$ cat src/rtl/wb_port_if.sv
// Completion-side and writeback-side signals of the shared register-file write port.
// The arbiter connects through the slave modport and the environment through the master modport.
interface wb_port_if #(
    parameter int unsigned NUM_UNITS = 4,
    parameter int unsigned ID_W      = 3,
    parameter int unsigned PHYS_W    = 6,
    parameter int unsigned DATA_W    = 32
);
    localparam int unsigned UW = (NUM_UNITS > 1) ? $clog2(NUM_UNITS) : 1;

    logic [NUM_UNITS-1:0]        unit_done;
    logic [NUM_UNITS*ID_W-1:0]   unit_id;
    logic [NUM_UNITS*PHYS_W-1:0] unit_phys_rd;
    logic [NUM_UNITS*DATA_W-1:0] unit_rd;
    logic [NUM_UNITS-1:0]        unit_ack;
    logic                        wb_valid;
    logic                        wb_ready;
    logic [ID_W-1:0]             wb_id;
    logic [PHYS_W-1:0]           wb_phys_addr;
    logic [DATA_W-1:0]           wb_data;
    logic [UW-1:0]               wb_unit;

    modport slave (
        input  unit_done, unit_id, unit_phys_rd, unit_rd, wb_ready,
        output unit_ack, wb_valid, wb_id, wb_phys_addr, wb_data, wb_unit
    );

    modport master (
        output unit_done, unit_id, unit_phys_rd, unit_rd, wb_ready,
        input  unit_ack, wb_valid, wb_id, wb_phys_addr, wb_data, wb_unit
    );
endinterface

$ cat src/rtl/wb_port_arbiter.sv
// Round-robin arbiter sharing one register-file write port among NUM_UNITS execution units.
// The winner is registered into a single-entry valid/ready stage that reloads without bubbles.
module wb_port_arbiter #(
    parameter int unsigned NUM_UNITS = 4,
    parameter int unsigned ID_W      = 3,
    parameter int unsigned PHYS_W    = 6,
    parameter int unsigned DATA_W    = 32
) (
    input  logic        clk,
    input  logic        rst,
    wb_port_if.slave    bus,
    output logic [15:0] busy_cycles
);
    localparam int unsigned UW    = (NUM_UNITS > 1) ? $clog2(NUM_UNITS) : 1;
    localparam int unsigned SCN_W = UW + 1;
    localparam int unsigned CNT_W = 16;

    typedef enum logic {
        ST_EMPTY = 1'b0,
        ST_FULL  = 1'b1
    } stage_e;

    stage_e               state_q;
    stage_e               state_d;
    logic [UW-1:0]        rr_ptr;
    logic [UW-1:0]        winner;
    logic [UW-1:0]        next_ptr;
    logic [SCN_W-1:0]     scan;
    logic                 found;
    logic                 can_load;
    logic                 grant;
    logic [NUM_UNITS-1:0] ack;
    logic [ID_W-1:0]      sel_id;
    logic [PHYS_W-1:0]    sel_phys;
    logic [DATA_W-1:0]    sel_data;
    logic [ID_W-1:0]      id_q;
    logic [PHYS_W-1:0]    phys_q;
    logic [DATA_W-1:0]    data_q;
    logic [UW-1:0]        unit_q;

    // Scan upward from rr_ptr with wrap; first requester wins.
    always_comb begin
        winner = '0;
        found  = 1'b0;
        scan   = '0;
        for (int unsigned k = 0; k < NUM_UNITS; k++) begin
            scan = {1'b0, rr_ptr} + SCN_W'(k);
            if (scan >= SCN_W'(NUM_UNITS)) begin
                scan = scan - SCN_W'(NUM_UNITS);
            end
            if (!found && bus.unit_done[scan[UW-1:0]]) begin
                found  = 1'b1;
                winner = scan[UW-1:0];
            end
        end
    end

    always_comb begin
        sel_id   = '0;
        sel_phys = '0;
        sel_data = '0;
        for (int unsigned k = 0; k < NUM_UNITS; k++) begin
            if (winner == UW'(k)) begin
                sel_id   = bus.unit_id[k*ID_W +: ID_W];
                sel_phys = bus.unit_phys_rd[k*PHYS_W +: PHYS_W];
                sel_data = bus.unit_rd[k*DATA_W +: DATA_W];
            end
        end
    end

    assign can_load = (state_q == ST_EMPTY) | bus.wb_ready;
    assign grant    = can_load & found & ~rst;
    assign next_ptr = (winner == UW'(NUM_UNITS - 1)) ? '0 : winner + UW'(1);

    always_comb begin
        ack = '0;
        if (grant) begin
            ack[winner] = 1'b1;
        end
    end

    always_ff @(posedge clk) begin
        if (rst) begin
            state_q <= ST_EMPTY;
        end else begin
            state_q <= state_d;
        end
    end

    // A grant always (re)fills the stage; an accepted result with no grant empties it.
    always_comb begin
        state_d = state_q;
        case (state_q)
            ST_EMPTY: if (grant) state_d = ST_FULL;
            ST_FULL:  if (!grant && bus.wb_ready) state_d = ST_EMPTY;
            default:  state_d = ST_EMPTY;
        endcase
    end

    always_ff @(posedge clk) begin
        if (rst) begin
            id_q   <= '0;
            phys_q <= '0;
            data_q <= '0;
            unit_q <= '0;
            rr_ptr <= '0;
        end else if (grant) begin
            id_q   <= sel_id;
            phys_q <= sel_phys;
            data_q <= sel_data;
            unit_q <= winner;
            rr_ptr <= next_ptr;
        end
    end

    // Requests blocked by a stalled stage; saturates instead of wrapping.
    always_ff @(posedge clk) begin
        if (rst) begin
            busy_cycles <= '0;
        end else if (found && !can_load && (busy_cycles != {CNT_W{1'b1}})) begin
            busy_cycles <= busy_cycles + CNT_W'(1);
        end
    end

    assign bus.unit_ack     = ack;
    assign bus.wb_valid     = (state_q == ST_FULL);
    assign bus.wb_id        = id_q;
    assign bus.wb_phys_addr = phys_q;
    assign bus.wb_data      = data_q;
    assign bus.wb_unit      = unit_q;
endmodule
$ cat src/flat_wrapper.sv
// flat-port wrapper written by rule: the top's interface ports become plain ports
module wb_port_arbiter_flat 
#(
    parameter int unsigned NUM_UNITS = 4,
    parameter int unsigned ID_W      = 3,
    parameter int unsigned PHYS_W    = 6,
    parameter int unsigned DATA_W    = 32
)
  (clk, rst, busy_cycles, bus_unit_done, bus_unit_id, bus_unit_phys_rd, bus_unit_rd, bus_wb_ready, bus_unit_ack, bus_wb_valid, bus_wb_id, bus_wb_phys_addr, bus_wb_data, bus_wb_unit);
  wb_port_if #(.NUM_UNITS(NUM_UNITS), .ID_W(ID_W), .PHYS_W(PHYS_W), .DATA_W(DATA_W)) bus_i ();
  input  logic clk;
  input  logic rst;
  output logic [15:0] busy_cycles;
  input wire logic [$bits(bus_i.unit_done)-1:0] bus_unit_done;
  input wire logic [$bits(bus_i.unit_id)-1:0] bus_unit_id;
  input wire logic [$bits(bus_i.unit_phys_rd)-1:0] bus_unit_phys_rd;
  input wire logic [$bits(bus_i.unit_rd)-1:0] bus_unit_rd;
  input wire logic [$bits(bus_i.wb_ready)-1:0] bus_wb_ready;
  output wire logic [$bits(bus_i.unit_ack)-1:0] bus_unit_ack;
  output wire logic [$bits(bus_i.wb_valid)-1:0] bus_wb_valid;
  output wire logic [$bits(bus_i.wb_id)-1:0] bus_wb_id;
  output wire logic [$bits(bus_i.wb_phys_addr)-1:0] bus_wb_phys_addr;
  output wire logic [$bits(bus_i.wb_data)-1:0] bus_wb_data;
  output wire logic [$bits(bus_i.wb_unit)-1:0] bus_wb_unit;
  assign bus_i.unit_done = bus_unit_done;
  assign bus_i.unit_id = bus_unit_id;
  assign bus_i.unit_phys_rd = bus_unit_phys_rd;
  assign bus_i.unit_rd = bus_unit_rd;
  assign bus_i.wb_ready = bus_wb_ready;
  assign bus_unit_ack = bus_i.unit_ack;
  assign bus_wb_valid = bus_i.wb_valid;
  assign bus_wb_id = bus_i.wb_id;
  assign bus_wb_phys_addr = bus_i.wb_phys_addr;
  assign bus_wb_data = bus_i.wb_data;
  assign bus_wb_unit = bus_i.wb_unit;
  wb_port_arbiter #(.NUM_UNITS(NUM_UNITS), .ID_W(ID_W), .PHYS_W(PHYS_W), .DATA_W(DATA_W)) u_core (.clk(clk), .rst(rst), .bus(bus_i), .busy_cycles(busy_cycles));
endmodule
$ cat config.mk
export PLATFORM = sky130hd
export DESIGN_NAME = wb_port_arbiter_flat
export DESIGN_NICKNAME = d
export VERILOG_FILES = /design/src/rtl/wb_port_if.sv /design/src/rtl/wb_port_arbiter.sv /design/src/flat_wrapper.sv
export SDC_FILE = /design/constraint.sdc
export NUM_CORES = 1
export LEC_CHECK = 0
export CAP_MARGIN = 10
export CORE_MARGIN = 3
export CORE_UTILIZATION = 25
export CTS_CLUSTER_SIZE = 25
export DETAILED_ROUTE_END_ITERATION = 10
export PLACE_DENSITY = 0.67
export SLEW_MARGIN = 15
export SYNTH_ARGS = -nofsm -noshare
export SYNTH_HDL_FRONTEND = slang
export SYNTH_SLANG_ARGS = --single-unit
$ cat constraint.sdc
create_clock -name clk -period 4.8 [get_ports clk]
set_input_delay 1.2 -clock clk [delete_from_list [all_inputs] [get_ports clk]]
set_output_delay 1.2 -clock clk [all_outputs]
set_load 0.03 [all_outputs]
# --- Word-level counts from Yosys, hierarchy flattened ---
# Cells that the tools add are included.
classes:
  reduce_logical: 13
  n_addsub: 9
  muxes: 39
  n_eq_ne: 4
  n_lt_le_gt_ge: 10
  n_bitwise: 5
op_table:
  columns: ["op", "count"]
  rows:
  - ["$mux W32", 4]
  - ["$mux W6", 4]
  - ["$mux W2", 9]
  - ["$add A16 B1 Y16 const B", 1]
  - ["$ne A16 B16 Y1 const B", 1]
  - ["$lt A2 B3 Y1 const B", 5]
  - ["$mux W3", 4]
  - ["$mux W1", 11]
  - ["$ge A3 B3 Y1 const B", 3]
  - ["$bmux W1 S2", 4]
  - ["$sub A2 B1 Y2 const B", 4]
  - ["$logic_and A1 B1 Y1", 7]
  - ["$add A2 B2 Y3 const B", 2]
  - ["$logic_not A1 Y1", 5]
  - ["$eq A2 B2 Y1 const B", 2]
  - ["$mux W4", 1]
  - ["$add A2 B1 Y3 const B", 1]
  - ["$ge A2 B3 Y1 const B", 1]
  - ["$add A2 B1 Y2 const B", 1]
  - ["$and A1 B1 Y1", 2]
  - ["$demux W1 S2", 1]
  - ["$eq A2 B1 Y1 const B", 1]
  - ["$ge A2 B1 Y1 const B", 1]
  - ["$logic_not A2 Y1", 1]
  - ["other kinds (3)", 4]
word_totals:
  elab_cells: 87
  register_bits: 62
  input_bits: 171
  out_inout_bits: 64

# --- Depth between registers and ports, before layout ---
# Gate-level depths: netlist of the first run.
depth:
  word_depth: 20
  mapped_depth: 12
  ltp_nobuf: 9

# --- Worst setup path before layout of the first run ---
# OpenSTA, ideal clock, no wires.
synth_path:
  path_kind: "input -> output"
  from: "input port bus_unit_done[2]"
  to: "output port bus_unit_ack[3]"
  required_time_ps: 3600
  setup_slack_ps: 506
  stages: 8
  t_arrival_ps: 3094
  n_path_buf: 2
  cell_sequence: "mux2i_1 nor2_1 or4_1 inv_1 ha_1 clkbuf_1 clkbuf_1 and2_1"
synth_via:
  elab_chain_len: 17
  word_cells_on_any_way: 30
  cone_classes: "order compare: 2; mux: 19; bitwise: 2; reduce/logical: 7"
synth_rtl:
  columns: ["element", "line_no", "rtl"]
  rows:
  - ["start, declared", "flat_wrapper.sv:14", "input wire logic [$bits(bus_i.unit_done)-1:0] bus_unit_done;"]
  - ["$bmux W1 S2", "wb_port_arbiter.sv:51", "if (!found && bus.unit_done[scan[UW-1:0]]) begin"]
  - ["$mux W1 (not written as such)", "wb_port_arbiter.sv:51", null]
  - ["$mux W1", "wb_port_arbiter.sv:51", null]
  - ["$logic_not A1 Y1", "wb_port_arbiter.sv:51", null]
  - ["$logic_and A1 B1 Y1", "wb_port_arbiter.sv:51", null]
  - ["$mux W1", "wb_port_arbiter.sv:51", null]
  - ["$logic_not A1 Y1", "wb_port_arbiter.sv:51", null]
  - ["$logic_and A1 B1 Y1", "wb_port_arbiter.sv:51", null]
  - ["[2 not listed]", null, null]
  - ["$logic_and A1 B1 Y1", "wb_port_arbiter.sv:51", null]
  - ["$mux W2 (*)", "wb_port_arbiter.sv:51", null]
  - ["net u_core.winner[0]", "wb_port_arbiter.sv:26", "logic [UW-1:0] winner;"]
  - ["$lt A2 B3 Y1 (not written as such) or $ge A2 B1 Y1 (tied branches)", "wb_port_arbiter.sv:78", "ack[winner] = 1'b1;"]
  - ["$logic_and A1 B1 Y1 (not written as such)", "wb_port_arbiter.sv:78", null]
  - ["$mux W1 (not written as such)", "wb_port_arbiter.sv:78", null]
  - ["$demux W1 S2 (*)", null, null]
  - ["$mux W4 (*)", "wb_port_arbiter.sv:77", "if (grant) begin"]
  - ["end, declared", "flat_wrapper.sv:19", "output wire logic [$bits(bus_i.unit_ack)-1:0] bus_unit_ack;"]
# Mark *: on every way through the listed nets, which the timed path passes. The rest lies on a longest branch. The select of a mux whose other input is x is not followed.

# --- Final worst setup path of the first run ---
layout_path:
  from: "input port bus_unit_done[3]"
  to: "output port bus_unit_ack[1]"
# The elaborated chain is that of the path after synthesis.

==> run_results.csv, run 1 <==
group,metric,value,unit
timing,fin_skew,0.00475,ns
timing,fmax,0.219,GHz
synthesis,syn_nets,654,
critical_path,path_cells,"clkdlybuf4s50_1, nand2b_1, a21oi_1, or4_1, inv_1, ha_2, and2_1, buf_4",
critical_path,end_kind,"output pin",
timing,fin_crit_sh,95.2,%
synthesis,synth_cell_type_count,45,
clocking,clkSinkCount,62,
place,gp_congestion,0.822,
route,vias,4513,
clocking,clk_latency,0.33,ns
place,placed_area,6270,um^2
synthesis,avgSynthCellArea,8.04,um^2
clocking,cts_buffers,9,
route,drc,0,
route,wirelength,14900,um
finish,fin_util,44.5,%
floorplan,num_rows,44,
floorplan,start_util,26.0,%
global_routing,use_met2,28.5,%
clocking,tritoncts,"yes",
synthesis,synthXorXnorAreaFrac,0,%
clocking,clk_pin_slew,0.05,ns
finish,drive_gt1_share,5.68,%
finish,postLayoutCellArea,6590,um^2
clocking,cts_buffer_depth,2,
finish,syn2layout_area_growth,71.4,%
finish,nFillCells,1455,
place,hpwl,10900,um
clocking,postCtsSetupBuffers,0,
synthesis,yosys.area_share.adder,1.63,%
critical_path,rrSetupSlack,1.70,ns
critical_path,path_buf_inv,3,
global_routing,antenna_found_initial,0,
floorplan,die_w,130,um
timing,finalHoldViolCount,0,
route,dr.pass1.iters,4,
worst_hold_path,hp-class,"flip-flop to flip-flop",
timing,fin_tns_setup,0,ns
global_routing,overflow,0,
synthesis,synth_simple_gate_area_share,32.2,%
critical_path,slowest_delay,0.58,ns
critical_path,worstPathRequired,3.60,ns
power_and_ir_drop,power.density,302,nW/um^2
floorplan,core,14800,um^2
global_routing,grt_max_degree,84,
route,drt_iter0_drc,230,
critical_path,path_max_fanout,6,
power_and_ir_drop,ir_drop,0.172,mV
route,wl_per_cell,17.1,um
critical_path,startpoint_type,"primary input",
timing,tightest_slew,1.14,ns
route,vias_per_cell,5.18,
global_routing,met1_usage,20.3,%
critical_path,critical-path-top-delay-family,"simple AND/OR/NAND/NOR gates",
finish,antennaDiodeCount,0,
floorplan,die_area,16900,um^2
synthesis,synth_top_family_by_area,"simple AND/OR/NAND/NOR gates",
global_routing,grt_pass1_vias,4390,
synthesis,synthCells,478,
timing,slew_headroom,23.9,%
place,io_buffers,234,
synthesis,synth_compound_area_share,25.7,%
finish,final_nets,858,
global_routing,grtUsageTotal,16.9,%
power_and_ir_drop,p_leak,2.39,nW
global_routing,met3_usage,5.12,%
critical_path,worstPathArrival,3.37,ns
clocking,postCtsHoldBufs,0,
critical_path,slowest_stage,"clkdlybuf4s50_1",
synthesis,yosysSeqAreaShare,32.3,%
clocking,ctsHtreeMaxLevel,3,
global_routing,busiest_layer,"met2",
status,status,"finished, final reports clean",
timing,setup_violations,0,
clocking,cts_root_buf,"clkbuf_16",
timing,rsz0062_at_grt,"false",
floorplan,die_y,130,um
critical_path,critical_path_class,"primary input to output pin",
clocking,ctsResizeCount,0,
timing,post-route-min-period,4.57,ns
route,final_antenna_net_count,0,
floorplan,io-pin-count,235,
run,drv_cap,0,
synthesis,yosys_warnings,0,
synthesis,muxShareOfSynthArea,2.67,%
global_routing,grt_pass1_wl,22700,um
synthesis,ys_ff_latch,62,
synthesis,syn-cell-area,3840,um^2
timing,slew_violations,0,
==> final timing paths <==
kind | from | depth (start not counted) | to
worst max-delay path | bus_unit_done[3] | 8 | bus_unit_ack[1]
worst min-delay path | u_core.bus.wb_data[20] | 2 | u_core.bus.wb_data[20]
worst max register to register | u_core.rr_ptr[1] | 8 | u_core.bus.wb_phys_addr[5]
worst min register to register | u_core.bus.wb_data[20] | 2 | u_core.bus.wb_data[20]
==> per-stage QoR <==
step	power [W]	setup slack (ns)	std cells	hold slack, ns
after floorplan	0.000998	0.506	478	0.533
after global placement	0.00130	0.240	855	0.475
after detailed placement	0.00132	0.115	855	0.478
after CTS	0.00202	0.192	871	0.489
after global routing	0.00210	0.0953	871	0.496
final	0.00199	0.228	871	0.488
==> registers in the layout, indices dropped and copies added, names as in the netlist <==
register / flops
u_core.busy_cycles: 16
u_core.rr_ptr: 2
u_core.bus.wb_phys_addr: 6
u_core.bus.wb_id: 3
u_core.bus.wb_data: 32
u_core.bus.wb_unit: 2
u_core.bus.wb_valid: 1
==> final cells by class <==
type,count,area [um^2],area share (%)
Inverter,4,15.0,0.228
Timing Repair Buffer,241,2380,36.1
Tap cell,184,230,3.50
Multi-Input combinational cell,364,2400,36.5
Sequential cell,62,1240,18.8
Clock inverter,4,70.1,1.06
Clock buffer,12,246,3.74
==> cell usage after synthesis, drive strengths merged <==
library cell   n  area [um^2]
a31oi          2         12.5
or4            3         22.5
nand3          6         35.0
and4           4         38.8
or3b           1         8.76
nor2          53          199
o311a         41          410
nand3b         2         15.0
and2           5         31.3
inv            4         15.0
o21ai          3         15.0
dfxtp         62         1240
a311oi         3         26.3
nor2b         50          313
and3b          1         8.76
buf            9         51.3
o31ai          2         15.0
o21a           1         7.51
ha             5         62.6
nor3          46          241
nand2         46          175
nor4           2         27.5
clkbuf        39          148
mux2i          2         20.0
nand2b         5         31.3
a211oi         7         52.6
nand4          7         65.1
mux2           7         82.6
o22ai          1         6.26
o41ai          1         8.76
a221oi        41          359
or3            4         25.0
a41oi          2         17.5
a21oi         11         55.1
==> power by group <==
| group | total (W) | switching (W) | internal [W] |
|---|---|---|---|
| logic | 0.000715 | 0.000366 | 0.000349 |
| clock network | 0.000690 | 0.000223 | 0.000467 |
| registers | 0.000584 | 0.0000243 | 0.000560 |
| total | 0.00199 | 0.000613 | 0.00138 |
==> routing by layer <==
metal  vias to the layer above  wire length, um
met5                         -                0
met4                         0              274
met3                        16             1280
met2                       167             7150
met1                      2120             6200
li1                       2210                -
==> logic make-up (layout without fill, tap and decap cells) <==
| kind of cell | count (synthesis) | in the layout |
|---|---|---|
| buf+inv | 52 | 261 |
| mux | 9 | 9 |
| flops | 62 | 62 |
| fa+ha+maj | 5 | 5 |
| simple gates | 235 | 235 |
| compound gates | 115 | 115 |
==> worst min-delay path, cell delays in order, from the launching register on <==
cell and delay, ns:
dfxtp_1 0.31, nor2_1 0.09, nor3_1 0.05
==> placed cells by master (no fill, tap or decap), drive strengths merged, types with 11 or more instances in the layout <==
| master | instances |
|---|---|
| a21oi | 11 |
| a221oi | 41 |
| buf | 12 |
| clkbuf | 12 |
| clkdlybuf4s50 | 229 |
| dfxtp | 62 |
| nand2 | 46 |
| nor2 | 53 |
| nor2b | 50 |
| nor3 | 46 |
| o311a | 41 |
Power figures use the tool's default switching activity.
==> run 2, diff against run 1 <==
- SLEW_MARGIN: 15 -> 30
==> run_results.csv, run 2 (synthesis results as in run 1) <==
group,metric,value,unit
status,status,"finished, final reports clean",
finish,fin_util,44.8,%
power_and_ir_drop,p_switching,0.000621,W
critical_path,reg2reg_from,"u_core.rr_ptr[1]",
route,wirelength,15100,um
finish,drive_gt1_share,5.96,%
critical_path,slowest_delay,0.59,ns
floorplan,die_y,130,um
clocking,ctsHtreeMaxLevel,3,
global_routing,overflow,0,
critical_path,cp.depth,8,
route,dr.pass1.iters,4,
clocking,clkSinkCount,62,
clocking,cts_buffers,9,
power_and_ir_drop,p_leak,2.41,nW
critical_path,worstPathArrival,3.41,ns
power_and_ir_drop,ir_drop,0.151,mV
global_routing,antenna_found_initial,0,
worst_hold_path,hold-path-endpoint,"u_core.bus.wb_data[17]",
route,vias,4586,
clocking,tritoncts,"yes",
clocking,ctsResizeCount,0,
floorplan,num_rows,44,
critical_path,path_cells,"clkdlybuf4s50_1, nand2b_1, a21oi_1, or4_1, inv_1, ha_2, and2_1, buf_4",
critical_path,end_kind,"output pin",
global_routing,grt_pass1_vias,4524,
critical_path,critical-path-top-delay-family,"simple AND/OR/NAND/NOR gates",
route,drc,0,
critical_path,slowest_stage,"clkdlybuf4s50_1",
critical_path,worstPathRequired,3.60,ns
place,io_buffers,234,
timing,setup_violations,0,
timing,fin_tns_setup,0,ns
critical_path,path_max_fanout,6,
critical_path,r2r_end,"u_core.bus.wb_phys_addr[5]",
place,hpwl,11000,um
power_and_ir_drop,p_comb_share,35.8,%
timing,post-route-min-period,4.61,ns
timing,whs,0.485,ns
floorplan,start_util,26.0,%
global_routing,grt_pass1_wl,23000,um
worst_hold_path,hp-class,"flip-flop to flip-flop",
power_and_ir_drop,seq_power_share,28.7,%
route,wl_per_cell,17.3,um
timing,fin_crit_sh,96.0,%
timing,slew_violations,0,
critical_path,critical_path_class,"primary input to output pin",
route,final_antenna_net_count,0,
place,pre_cts_ws,0.208,ns
finish,final_cell_mix,"clkdlybuf4s50_1, dfxtp_1, nor2_1",
worst_hold_path,hold_start,"u_core.bus.wb_data[17]",
finish,antennaDiodeCount,0,
floorplan,die_area,16900,um^2
timing,rsz0062_at_grt,"false",
clocking,clk_pin_slew,0.05,ns
power_and_ir_drop,clkPwrFrac,35.5,%
timing,fin_skew,0.00647,ns
timing,tightest_slew,0.830,ns
run,drv_cap,0,
global_routing,grtUsageTotal,17.3,%
timing,fmax,0.217,GHz
finish,final_nets,859,
worst_hold_path,hold_path_depth,2,
power_and_ir_drop,power.density,307,nW/um^2
floorplan,die_w,130,um
floorplan,io-pin-count,235,
critical_path,startpoint_type,"primary input",
clocking,postCtsHoldBufs,0,
clocking,postCtsSetupBuffers,0,
timing,finalHoldViolCount,0,
timing,slew_headroom,44.6,%
finish,final_common_cell,"clkdlybuf4s50_1",
critical_path,path_buf_inv,3,
route,drt_iter0_drc,195,
route,vias_per_cell,5.26,
place,gp_congestion,0.822,
power_and_ir_drop,swShare,30.5,%
finish,syn2layout_area_growth,72.6,%
clocking,cts_buffer_depth,2,
global_routing,grt_max_degree,84,
power_and_ir_drop,intPower,0.00141,W
clocking,clk_latency,0.33,ns
critical_path,r2r_cells,9,
critical_path,rrSetupSlack,1.77,ns
timing,fin_ws,0.193,ns
clocking,cts_root_buf,"clkbuf_16",
floorplan,core,14800,um^2
finish,largest_register_ff_count,32,
-- run 2: changes by cell type in the layout (fill, tap and decap cells not counted) --
| cell | delta |
|---|---|
| clkbuf_8 | +2 |
| buf_16 | +1 |
| clkbuf_1 | -1 |
| clkinv_2 | -1 |
-- run 2: worst max-delay path by stage --
stage | startpoint | end | slack [ns]
floorplan | bus_unit_done[2] | bus_unit_ack[3] | 0.51
global placement | bus_unit_done[3] | bus_unit_ack[1] | 0.24
detailed placement | bus_unit_done[3] | bus_unit_ack[1] | 0.21
CTS | bus_unit_done[3] | bus_unit_ack[1] | 0.19
global route | bus_unit_done[3] | bus_unit_ack[1] | 0.08
finish | bus_unit_done[3] | bus_unit_ack[1] | 0.19
-- run 2: metrics by stage --
| step | cells | cell area, um^2 | total power [W] |
|---|---|---|---|
| 6_report | 872 | 6630 | 0.00204 |
| 3_5_place_dp | 856 | 6300 | 0.00133 |
| 3_3_place_gp | 855 | 6270 | 0.00130 |
| 4_1_cts | 872 | 6630 | 0.00207 |
| 2_1_floorplan | 478 | 3840 | 0.000998 |
| 5_1_grt | 872 | 6630 | 0.00216 |
-- run 2: area by class of cell --
class	count	area [um^2]
Fill cell	1446	8180
Timing Repair Buffer	242	2410
Sequential cell	62	1240
Multi-Input combinational cell	364	2400
Clock inverter	3	65.1
Clock buffer	13	270
Tap cell	184	230
Inverter	4	15.0
-- run 2: power groups by stage --
stage               clock network, W  registers [W]  logic, W
floorplan                          0       0.000674  0.000324
global placement                   0       0.000593  0.000709
detailed placement                 0       0.000595  0.000734
CTS                         0.000746       0.000585  0.000738
global route                0.000773       0.000591  0.000793
finish                      0.000723       0.000584  0.000728
-- run 2: layer usage --
| metal | vias up | part of all wire, % | GRT usage, % |
|---|---|---|---|
| met5 | - | 0 | 0 |
| met4 | 0 | 2.0 | 7.27 |
| met3 | 21 | 9.5 | 5.28 |
| met2 | 206 | 48 | 28.8 |
| met1 | 2138 | 40 | 20.5 |
| li1 | 2221 | - | - |
-- run 2: worst reg2reg max path, stage by stage (launching register included) --
cell	delay, ns
dfxtp_1	0.43
mux2i_1	0.22
nor2_1	0.06
or4_1	0.58
inv_1	0.14
ha_2	0.30
buf_4	0.45
a221oi_1	0.25
o311a_1	0.38
nor3_1	0.15
